### config.mk
export PLATFORM = sky130hd
export DESIGN_NAME = q_div
export DESIGN_NICKNAME = d
export VERILOG_FILES = /design/src/rtl/q_div_pkg.sv /design/src/rtl/q_div_ctrl.sv /design/src/rtl/q_div.sv
export SDC_FILE = /design/constraint.sdc
export NUM_CORES = 1
export LEC_CHECK = 0
export ABC_AREA = 1
export CAP_MARGIN = 20
export CORE_MARGIN = 5
export CORE_UTILIZATION = 46
export CTS_CLUSTER_SIZE = 10
export DETAILED_ROUTE_END_ITERATION = 10
export HOLD_SLACK_MARGIN = 0.03
export PLACE_DENSITY = 0.83
export SLEW_MARGIN = 10
export SYNTH_ARGS = -nofsm -noshare
export SYNTH_HDL_FRONTEND = slang
export SYNTH_SLANG_ARGS = --single-unit
### constraint.sdc
create_clock -name clk -period 2.3 [get_ports clk]
set_input_delay 0.46 -clock clk [delete_from_list [all_inputs] [get_ports clk]]
set_output_delay 0.46 -clock clk [all_outputs]
set_load 0.01 [all_outputs]
### src/rtl/q_div_pkg.sv
// Shared widths, iteration count and controller state encoding for the
// restoring-division Q register slice.
package q_div_pkg;
  localparam int unsigned Q_WIDTH = 8;
  localparam int unsigned N_ITER  = 8;
  localparam int unsigned CNT_W   = $clog2(N_ITER);

  typedef enum logic [1:0] {
    IDLE  = 2'd0,
    SHIFT = 2'd1,
    SET   = 2'd2,
    DONE  = 2'd3
  } state_t;
endpackage

### src/rtl/q_div_ctrl.sv
// Sequencer for the Q register: one SHIFT/SET pair per quotient bit,
// N_ITER pairs per division, then a single-cycle DONE.
module q_div_ctrl
  import q_div_pkg::*;
(
  input  logic clk,
  input  logic rst,
  input  logic start,
  output logic load,
  output logic shift,
  output logic set,
  output logic busy,
  output logic done
);

  state_t           state;
  logic [CNT_W-1:0] cnt;
  logic             idle;

  // start is only honoured while idle; the datapath loads on the same edge
  assign load = idle & start;

  always_ff @(posedge clk or posedge rst) begin
    if (rst) begin
      state <= IDLE;
      cnt   <= '0;
      idle  <= 1'b1;
      shift <= 1'b0;
      set   <= 1'b0;
      busy  <= 1'b0;
      done  <= 1'b0;
    end else begin
      shift <= 1'b0;
      set   <= 1'b0;
      done  <= 1'b0;
      case (state)
        IDLE: begin
          if (start) begin
            state <= SHIFT;
            cnt   <= '0;
            idle  <= 1'b0;
            shift <= 1'b1;
            busy  <= 1'b1;
          end
        end
        SHIFT: begin
          state <= SET;
          set   <= 1'b1;
        end
        SET: begin
          cnt <= cnt + CNT_W'(1);
          if (cnt == CNT_W'(N_ITER - 1)) begin
            state <= DONE;
            done  <= 1'b1;
          end else begin
            state <= SHIFT;
            shift <= 1'b1;
          end
        end
        DONE: begin
          state <= IDLE;
          idle  <= 1'b1;
          busy  <= 1'b0;
        end
      endcase
    end
  end

endmodule

### src/rtl/q_div.sv
// Q (dividend/quotient) register of a shift-subtract divider: MSB feeds the
// A register, quotient bits enter at the LSB from the subtract stage.
module q_div
  import q_div_pkg::*;
(
  input  logic               clk,
  input  logic               rst,
  input  logic               start,
  input  logic [Q_WIDTH-1:0] in,
  input  logic               qbit,
  input  logic               c5,
  output logic [Q_WIDTH-1:0] out,
  output logic [Q_WIDTH-1:0] outbus,
  output logic               a_in,
  output logic               c_shift,
  output logic               busy,
  output logic               done
);

  logic load;
  logic shift;
  logic set;

  q_div_ctrl u_ctrl (
    .clk   (clk),
    .rst   (rst),
    .start (start),
    .load  (load),
    .shift (shift),
    .set   (set),
    .busy  (busy),
    .done  (done)
  );

  always_ff @(posedge clk or posedge rst) begin
    if (rst) begin
      out <= '0;
    end else if (load) begin
      out <= in;
    end else if (shift) begin
      out <= {out[Q_WIDTH-2:0], 1'b0};
    end else if (set) begin
      out[0] <= qbit;
    end
  end

  assign c_shift = shift;
  assign a_in    = out[Q_WIDTH-1];
  assign outbus  = c5 ? out : '0;

endmodule
* After elaboration in Yosys (flattened, before gate mapping)
Cells that the tools add are included.
** Word-level totals
- Register bits :: 18
- Bits in latches :: 0
- RAM bits :: 0
- ROM bits :: 0
- Bits of input ports :: 13
- Output and inout port bits :: 20
- Logic and storage cells :: 43
- Memories :: 0
** Cells by class
- Add/subtract/negate cells :: 1
- Multiply operators :: 0
- Divide/modulo/power cells :: 0
- Magnitude comparators :: 0
- Eq/ne operators :: 5
- Shift-type cells :: 0
- Mux-type cells :: 20
- Bitwise operators :: 1
- Reductions and logical operators :: 7
** Operator list (number)
- $mux 8 :: 2
- $mux 1 :: 9
- $pmux 2 s4 :: 1
- $mux 7 :: 1
- $pmux 1 s2 :: 3
- $pmux 3 s2 :: 1
- $reduce_bool 2->1 :: 3
- $eq 2x2->1 const B :: 2
- $mux 2 :: 2
- $reduce_and 2->1 :: 2
- $add 3x1->3 const B :: 1
- $eq 3x3->1 const B :: 1
- $mux 3 :: 1
- $reduce_bool 3->1 :: 1
- $eq 2x1->1 const B :: 1
- $logic_not 2->1 :: 1
- $ne 2x2->1 const B :: 1
- $and 1x1->1 :: 1

* Longest topological paths before layout
- Depth after elaboration :: 3
- Mapped depth :: 6
- Mapped depth without buffers :: 5

* Modules after synthesis
From an unflattened synthesis, not the netlist that was laid out.
** Second synthesis, totals
- Cells, all modules :: 111
- Area, all modules :: 878.3 um^2
** By module, submodules not included
- q_div :: times used 1, cells an instance 68, area each 469.2 um^2, sequential area each 200.2 um^2
- q_div_ctrl :: times used 1, cells an instance 43, area each 409.1 um^2, sequential area each 251.5 um^2

* Worst setup path after synthesis
Ideal clock, no wire load.
- Path type :: input-to-output
- Start point :: in c5
- End point :: out outbus[0]
- Arrival :: 0.825 ns
- Data required time :: 1.840 ns
- Path slack :: 1.015 ns
- Stages on the path :: 3
- Buffers on the path :: 1
- Cells stage by stage :: clkbuf_1 nand2_1 inv_1
** On the way
- Longest elaborated chain between the ends :: 1
** Ends and longest elaborated chain
- from (decl) :: RTL line q_div.sv:11 : input logic c5,
- $mux 8 :: RTL line q_div.sv:49 : assign outbus = c5 ? out : '0;
- to (decl) :: RTL line q_div.sv:13 : output logic [Q_WIDTH-1:0] outbus,
Every way passes these cells.

* Worst setup path after layout
- Start point :: reg u_ctrl.shift
- End point :: out c_shift
** RTL lines
- from (decl) :: RTL line q_div_ctrl.sv:10 : output logic shift,
- from (signal assigned) :: RTL line q_div_ctrl.sv:28 : shift <= 1'b0;
- from (signal assigned) :: RTL line q_div_ctrl.sv:33 : shift <= 1'b0;
- from (signal assigned) :: RTL line q_div_ctrl.sv:42 : shift <= 1'b1;
- to (decl) :: RTL line q_div.sv:15 : output logic c_shift,
No word-level cell between the ends.

==> impl_metrics.ini <==
[timing]
setup_slack_ps = 429
grt_setup_unrepaired = false
fin_tns_setup_ps = 0
setup_viol_count_final = 0
fin_crit_ps = 1870
finalHoldWorstSlack_ps = 477
slew_headroom_pct = 53.9
final-hold-violation-count = 0
final-max-slew-violation-count = 0
worst_slew_pin_slew_ps = 691
skew_ps = 3.82
max_freq_mhz = 535
period_share_pct = 81.3

[yosys]
yosys_warnings = 0
synth.distinct_cells = 17
yosys.area.top_type = dfrtp_1
ys_top_cells_by_area = dfrtp_1, nand2_1, inv_1, a31oi_2, nand3_1
synth_edf_count = 0
synth_top_area_share_pct = 48.1
netlist_instances = 108
yosysMostFrequentCell = nand2_1
synth.cells.most_frequent = nand2_1, inv_1, dfrtp_1
synth.net_count = 123
yosys_most_used_dff = dfrtp_1
yosysSeqAreaShare_pct = 51.1
ys_async_sr_fraction_pct = 100
synth.avg_cell_area_um2 = 8.19
syn_area_um2 = 885
ys_ff_latch = 18

[place]
port_buffers = 32
dp_slack_ps = 51.7
gp_congestion = 0.769
dp.final_hpwl_um = 1570
place_area_um2 = 1210
placed_cells = 161

[grt]
grt_max_degree = 19
overflow = 0
grt_pass1_wl_um = 3330
grt_pass1_vias = 793
grt_antenna_before_repair = 0
grt_use_total_pct = 15.5

[routing]
viasPerCell = 4.81
ant_nets = 0
drc = 0
first_pass_iters = 4
drt_iter0_drc = 8
wl_per_cell_um = 12.0
num_vias = 793
wl_um = 1990

[clock_tree]
htree_levels = 1
clockRootBuffer = clkbuf_4
clock-sinks = 18
clock_latency_ps = 290
path_clk_slew_ps = 110
post-cts-setup-buffers = 0
clk_path_buf_depth = 2
cts_made_buffers = 3
cts_hold_buf = 0
cts_tree = built

[worst_setup_path]
cp.required_ps = 1840
slowest_stage = clkdlybuf4s50_1
critPathMaxStageDelay_ps = 600
start_kind = flop
path_max_fanout = 9
critPathCaptureType = primary output
cp.arrival_ps = 1410
critPathBufInv = 1
crit_type = flop to primary output
critical-path-top-delay-family = buffers and inverters
path_cells = clkdlybuf4s50_1

[floorplanning]
start_util_pct = 49.6
ios = 33
die_area_um2 = 2900
core_area_um2 = 1780
die_x_um = 53.9
dieHeight_um = 53.9
num_rows = 15

[final_layout]
layout-drive-gt1-share_pct = 8.57
antenna_cells = 0
nNetsFinal = 156
utilization_pct = 69.8
area_growth_pct = 40.7
layout.cells.non_filler = 165
fin_area_um2 = 1240

[worst_hold_path]
hold_class = flop to flop

[status]
outcome = complete, no violations

[power]
power.total_mw = 1.56
p_per_area_nw_per_um2 = 1250
ir_drop_mv = 0.681
power.leakage_nw = 0.646

[run]
drv_cap = 0
[worst paths after layout]
kind	start	slack, ps	to	cells past startpoint
min	u_ctrl.idle$_DFFE_PP1P_	480	u_ctrl.idle$_DFFE_PP1P_	2
max	u_ctrl.shift$_DFF_PP0_	430	c_shift	1
min reg2reg	u_ctrl.idle$_DFFE_PP1P_	480	u_ctrl.idle$_DFFE_PP1P_	2
max reg2reg	u_ctrl.idle$_DFFE_PP1P_	1110	out[7]$_DFFE_PP0P_	5
min in group asynchronous	rst	570	u_ctrl.cnt[2]$_DFFE_PP0P_	2
max in group asynchronous	rst	1300	out[6]$_DFFE_PP0P_	2
[per-layer routing]
metal / track usage (%) / vias up / part of all wire [%]
met5: 0 / - / 0
met4: 3.83 / 0 / 0
met3: 4.71 / 0 / 9.2
met2: 28.0 / 25 / 51
met1: 17.7 / 374 / 40
li1: - / 394 / -
[logic make-up (layout without fill, tap and decap cells)]
| logic type | count (synthesis) | in the layout | share of synthesized area [%] |
|---|---|---|---|
| fa+ha+maj | 2 | 2 | 2.83 |
| compound gates | 10 | 10 | 9.90 |
| simple gates | 54 | 54 | 24.3 |
| flops | 18 | 18 | 51.1 |
| buf+inv | 24 | 56 | 11.9 |
[registers in the layout, summed over array words and instances, names as in the netlist]
name,cells
u_ctrl.shift,1
u_ctrl.cnt,3
out,8
u_ctrl.set,1
u_ctrl.idle,1
u_ctrl.state,2
u_ctrl.done,1
u_ctrl.busy,1
[report_power, final]
group,internal (mW),switching (mW)
sequential,0.465,0.136
clock,0.0963,0.0967
combinational,0.398,0.363
total,0.959,0.596
[cell usage in the layout, fill, tap and decap left out]
cell type        count
ha_1                 2
nand3_1              8
clkinv_1             1
dfrtp_1             17
nand2_1             38
dfstp_2              1
a21oi_1              1
clkbuf_8             1
inv_2                1
o21ai_1              1
nor2_1               7
a31oi_2              5
dlymetal6s2s_1       1
inv_1               18
clkbuf_4             3
o21ai_0              3
clkdlybuf4s50_1     31
nand2_2              1
[area by class of cell]
cell class	instances	area (um^2)
inverters	20	75.1
clock buffers	4	36.3
multi-input cells	66	328
fillers	155	538
flip-flops and latches	18	452
well taps	25	31.3
repair buffers	32	323
[timing repair]
| action | CTS | global route |
|---|---|---|
| hold endpoints to repair | 0 | 0 |
| gates resized for setup | 0 | 1 |
| endpoints found under the setup margin | 0 | 1 |
(Power assumes the default switching activity.)
==> patch 1, RTL diff (same settings) <==
Re-encode `state_t` (4 states) as one-hot, 4 bits wide.
--- a/src/rtl/q_div_pkg.sv
+++ b/src/rtl/q_div_pkg.sv
@@ -6,9 +6,9 @@
   localparam int unsigned CNT_W   = $clog2(N_ITER);
 
-  typedef enum logic [1:0] {
-    IDLE  = 2'd0,
-    SHIFT = 2'd1,
-    SET   = 2'd2,
-    DONE  = 2'd3
+  typedef enum logic [3:0] {
+    IDLE  = 4'b0001,
+    SHIFT = 4'b0010,
+    SET   = 4'b0100,
+    DONE  = 4'b1000
   } state_t;
 endpackage
Function: same outputs for any inputs over 10 cycles, from zero or initial values and one cycle with rst high; not proved beyond that.
==> patch 1 against the original RTL <==
Worst setup slack got worse by 0.32 ns; routed wire length increased by 1.6%; first-iteration DRC count increased by 50%; cell count increased by 6.1%; sequential share of layout area increased by 1.3 points; area after synthesis increased by 11%; register-to-register slack got worse by 0.14 ns; hold slack got worse by 0.0081 ns; cell area increased by 7.5%; sequential cell count increased by 2; critical endpoint is now outbus[3].
Power is not compared: it rests on default switching activity, and its combinational part moved more than twofold at a synthesized area within 25%.
==> patch 1: results <==
export IMPL_outcome="complete, no violations"
export IMPL_m1WireLength_um=961
export IMPL_met3_usage_pct=3.02
export IMPL_routed_wl_met3_um=135
export IMPL_nFillCells=173
export IMPL_top_layer="met4"
export IMPL_drt_iter0_markers=12
export IMPL_grt_max_degree=21
export IMPL_num_vias=846
export IMPL_ff2ff_path_depth=6
export IMPL_clock_area_share_pct=1.68
export IMPL_nonClkBufAreaFrac_pct=23.9
export IMPL_p_int_uw=495
export IMPL_worstPathArrival_ns=1.73
export IMPL_skew_ns=0.00885
export IMPL_multi_input_area_um2=373
export IMPL_fin_nets=165
export IMPL_post_cts_buffers=0
export IMPL_multi_input_cells=70
export IMPL_clock_sinks=20
export IMPL_regArea_um2=503
export IMPL_grt_pass1_wl_um=3500
export IMPL_antenna_found_initial=0
export IMPL_drive_gt1_share_pct=10.1
export IMPL_wl_met2_um=882
export IMPL_inv_count=23
export IMPL_grtUsageMet1_pct=16.4
export IMPL_use_met2_pct=23.5
export IMPL_r2r_slack_ns=0.97
export IMPL_rr_endpoint="out[0]$_DFFE_PP0P_"
export IMPL_finalWirelength_um=2020
export IMPL_ir_drop_mv=0.370
export IMPL_grt_pass1_vias=829
export IMPL_cts_hold_buf=0
export IMPL_dp_slack_ns=0.0878
export IMPL_gp_congestion=0.829
export IMPL_dp_hpwl_um=1630
export IMPL_ys_types=24
export IMPL_reg_top3="out (8), u_ctrl.state (4), u_ctrl.cnt (3)"
export IMPL_synthTopCellsByCount="nand2_1, inv_1, dfrtp_1"
export IMPL_synth_area_leaders="dfrtp_1, nand2_1, inv_1"
export IMPL_grtUsageTotal_pct=13.9
export IMPL_syn_nets=131
export IMPL_htree_levels=1
export IMPL_critPathMaxFanout=8
export IMPL_synth_seq_area_share_pct=51.4
patch 1: cell types whose count changed after synthesis, sizes merged, moves of 4 or more:
cell   unedited run  this run
nand3             8        13
nand2            39        27
a31oi             5         1
o21ai             4        12
inv              19        23
patch 1: worst max-delay path by stage:
stage | slack (ns) | depth (start not counted) | from | endpoint
after floorplan | 1.01 | 3 | c5 | outbus[3]
after global placement | 0.11 | 4 | c5 | outbus[0]
after detailed placement | 0.09 | 4 | c5 | outbus[3]
after CTS | 0.09 | 4 | c5 | outbus[3]
after global routing | 0.02 | 4 | c5 | outbus[6]
final | 0.11 | 4 | c5 | outbus[3]
patch 1: worst reg2reg max path, delay by kind of cell, from the launching register on:
family | cells | cell delay, ns
AO/OA/AOI/OAI | 1 | 0.12
buffers and inverters | 2 | 0.28
flip-flops | 1 | 0.54
AND/OR/NAND/NOR | 3 | 0.31
patch 1: cell families (layout without fill, tap and decap cells):
family                   Yosys count  in the layout  share of synthesized area [%]
AO/OA/AOI/OAI                     20             20                           12.0
adder cells (fa/ha/maj)            2              2                           2.56
buffers and inverters             26             58                           10.5
flip-flops                        20             20                           51.4
AND/OR/NAND/NOR                   48             48                           23.5
patch 1: per-stage QoR:
| step | std cells | area (µm²) | hold slack [ns] |
|---|---|---|---|
| floorplan | 116 | 978 | 0.422 |
| global placement | 172 | 1320 | 0.454 |
| detailed placement | 172 | 1320 | 0.454 |
| CTS | 175 | 1340 | 0.470 |
| global route | 175 | 1340 | 0.497 |
| finish | 175 | 1340 | 0.468 |
patch 1: power by group through the flow:
stage	clock [µW]	sequential, µW	combinational (µW)
after floorplan	0	388	43.8
after global placement	0	382	122
after detailed placement	0	383	124
after CTS	161	376	125
after global routing	180	378	132
final	155	376	122
==> patch 2, RTL diff (same flow settings) <==
Without the edit above. Set the package constant `N_ITER` to 4 (it was 8).
--- a/src/rtl/q_div_pkg.sv
+++ b/src/rtl/q_div_pkg.sv
@@ -3,5 +3,5 @@
 package q_div_pkg;
   localparam int unsigned Q_WIDTH = 8;
-  localparam int unsigned N_ITER  = 8;
+  localparam int unsigned N_ITER  = 4;
   localparam int unsigned CNT_W   = $clog2(N_ITER);
 
Check against the original RTL: not equivalent (Yosys sat finds a counterexample within 10 cycles, from zero or initial values and one cycle with rst high).
==> patch 2 against the original RTL <==
Utilization decreased by 0.77 points; sequential share of layout area shrank 0.50 points; cell area down 4.2%; routed wire length is 12% lower; worst setup slack worse by 0.34 ns; sequential cell count decreased by 1; area after synthesis shrank 4.7%; synthesized cell count fell by 5.6%; total power fell by 3.7%; critical path type is now primary input to primary output; largest power group unchanged; highest routed layer is now met4.
==> patch 2: results <==
export IMPL_outcome="complete, no violations"
export IMPL_regArea_um2=427
export IMPL_p_sw_uw=585
export IMPL_syn_nets=116
export IMPL_syn_inst=102
export IMPL_dp_hpwl_um=1410
export IMPL_inv_count=19
export IMPL_multi_input_cells=62
export IMPL_m1WireLength_um=769
export IMPL_crit_path_start="c5"
export IMPL_grtUsageTotal_pct=14.2
export IMPL_p_clk_share_pct=10.5
export IMPL_finalWirelength_um=1750
export IMPL_ir_drop_mv=0.755
export IMPL_nonClkBufAreaFrac_pct=26.9
export IMPL_synth_compound_area_share_pct=11.9
export IMPL_critPathMaxFanout=8
export IMPL_worstPathArrival_ns=1.75
export IMPL_routed_wl_met3_um=126
export IMPL_ff2ff_path_depth=4
export IMPL_ys_types=16
export IMPL_synthAdderAreaFrac_pct=1.48
export IMPL_grtUsageMet1_pct=19.0
export IMPL_synth_area_leaders="dfrtp_1, nand2_1, a31oi_2"
export IMPL_synthTopCellsByCount="nand2_1, inv_1, dfrtp_1"
export IMPL_fin_nets=149
export IMPL_nFillCells=156
export IMPL_synth_seq_area_share_pct=50.6
export IMPL_grt_pass1_vias=687
export IMPL_reg_top3="out (8), u_ctrl.cnt (2), u_ctrl.state (2)"
[patch 2: changes by cell type after synthesis]
cell,before,now
nand2_1,38,35
nand3_1,8,6
nor2_2,0,2
a31oi_2,5,6
clkinv_1,1,0
dfrtp_1,17,16
ha_1,2,1
nor2_1,7,6
o21ai_0,3,4
o21ai_1,1,0
[patch 2: worst min-delay path by stage]
stage	start	end	slack [ns]	cells after the start
6_report	u_ctrl.idle$_DFFE_PP1P_	u_ctrl.idle$_DFFE_PP1P_	0.49	2
5_1_grt	u_ctrl.idle$_DFFE_PP1P_	u_ctrl.idle$_DFFE_PP1P_	0.52	2
4_1_cts	u_ctrl.idle$_DFFE_PP1P_	u_ctrl.idle$_DFFE_PP1P_	0.49	2
3_5_place_dp	u_ctrl.busy$_DFFE_PP0P_	u_ctrl.busy$_DFFE_PP0P_	0.47	2
3_3_place_gp	u_ctrl.idle$_DFFE_PP1P_	u_ctrl.idle$_DFFE_PP1P_	0.46	2
2_1_floorplan	rst	out[0]$_DFFE_PP0P_	0.39	1
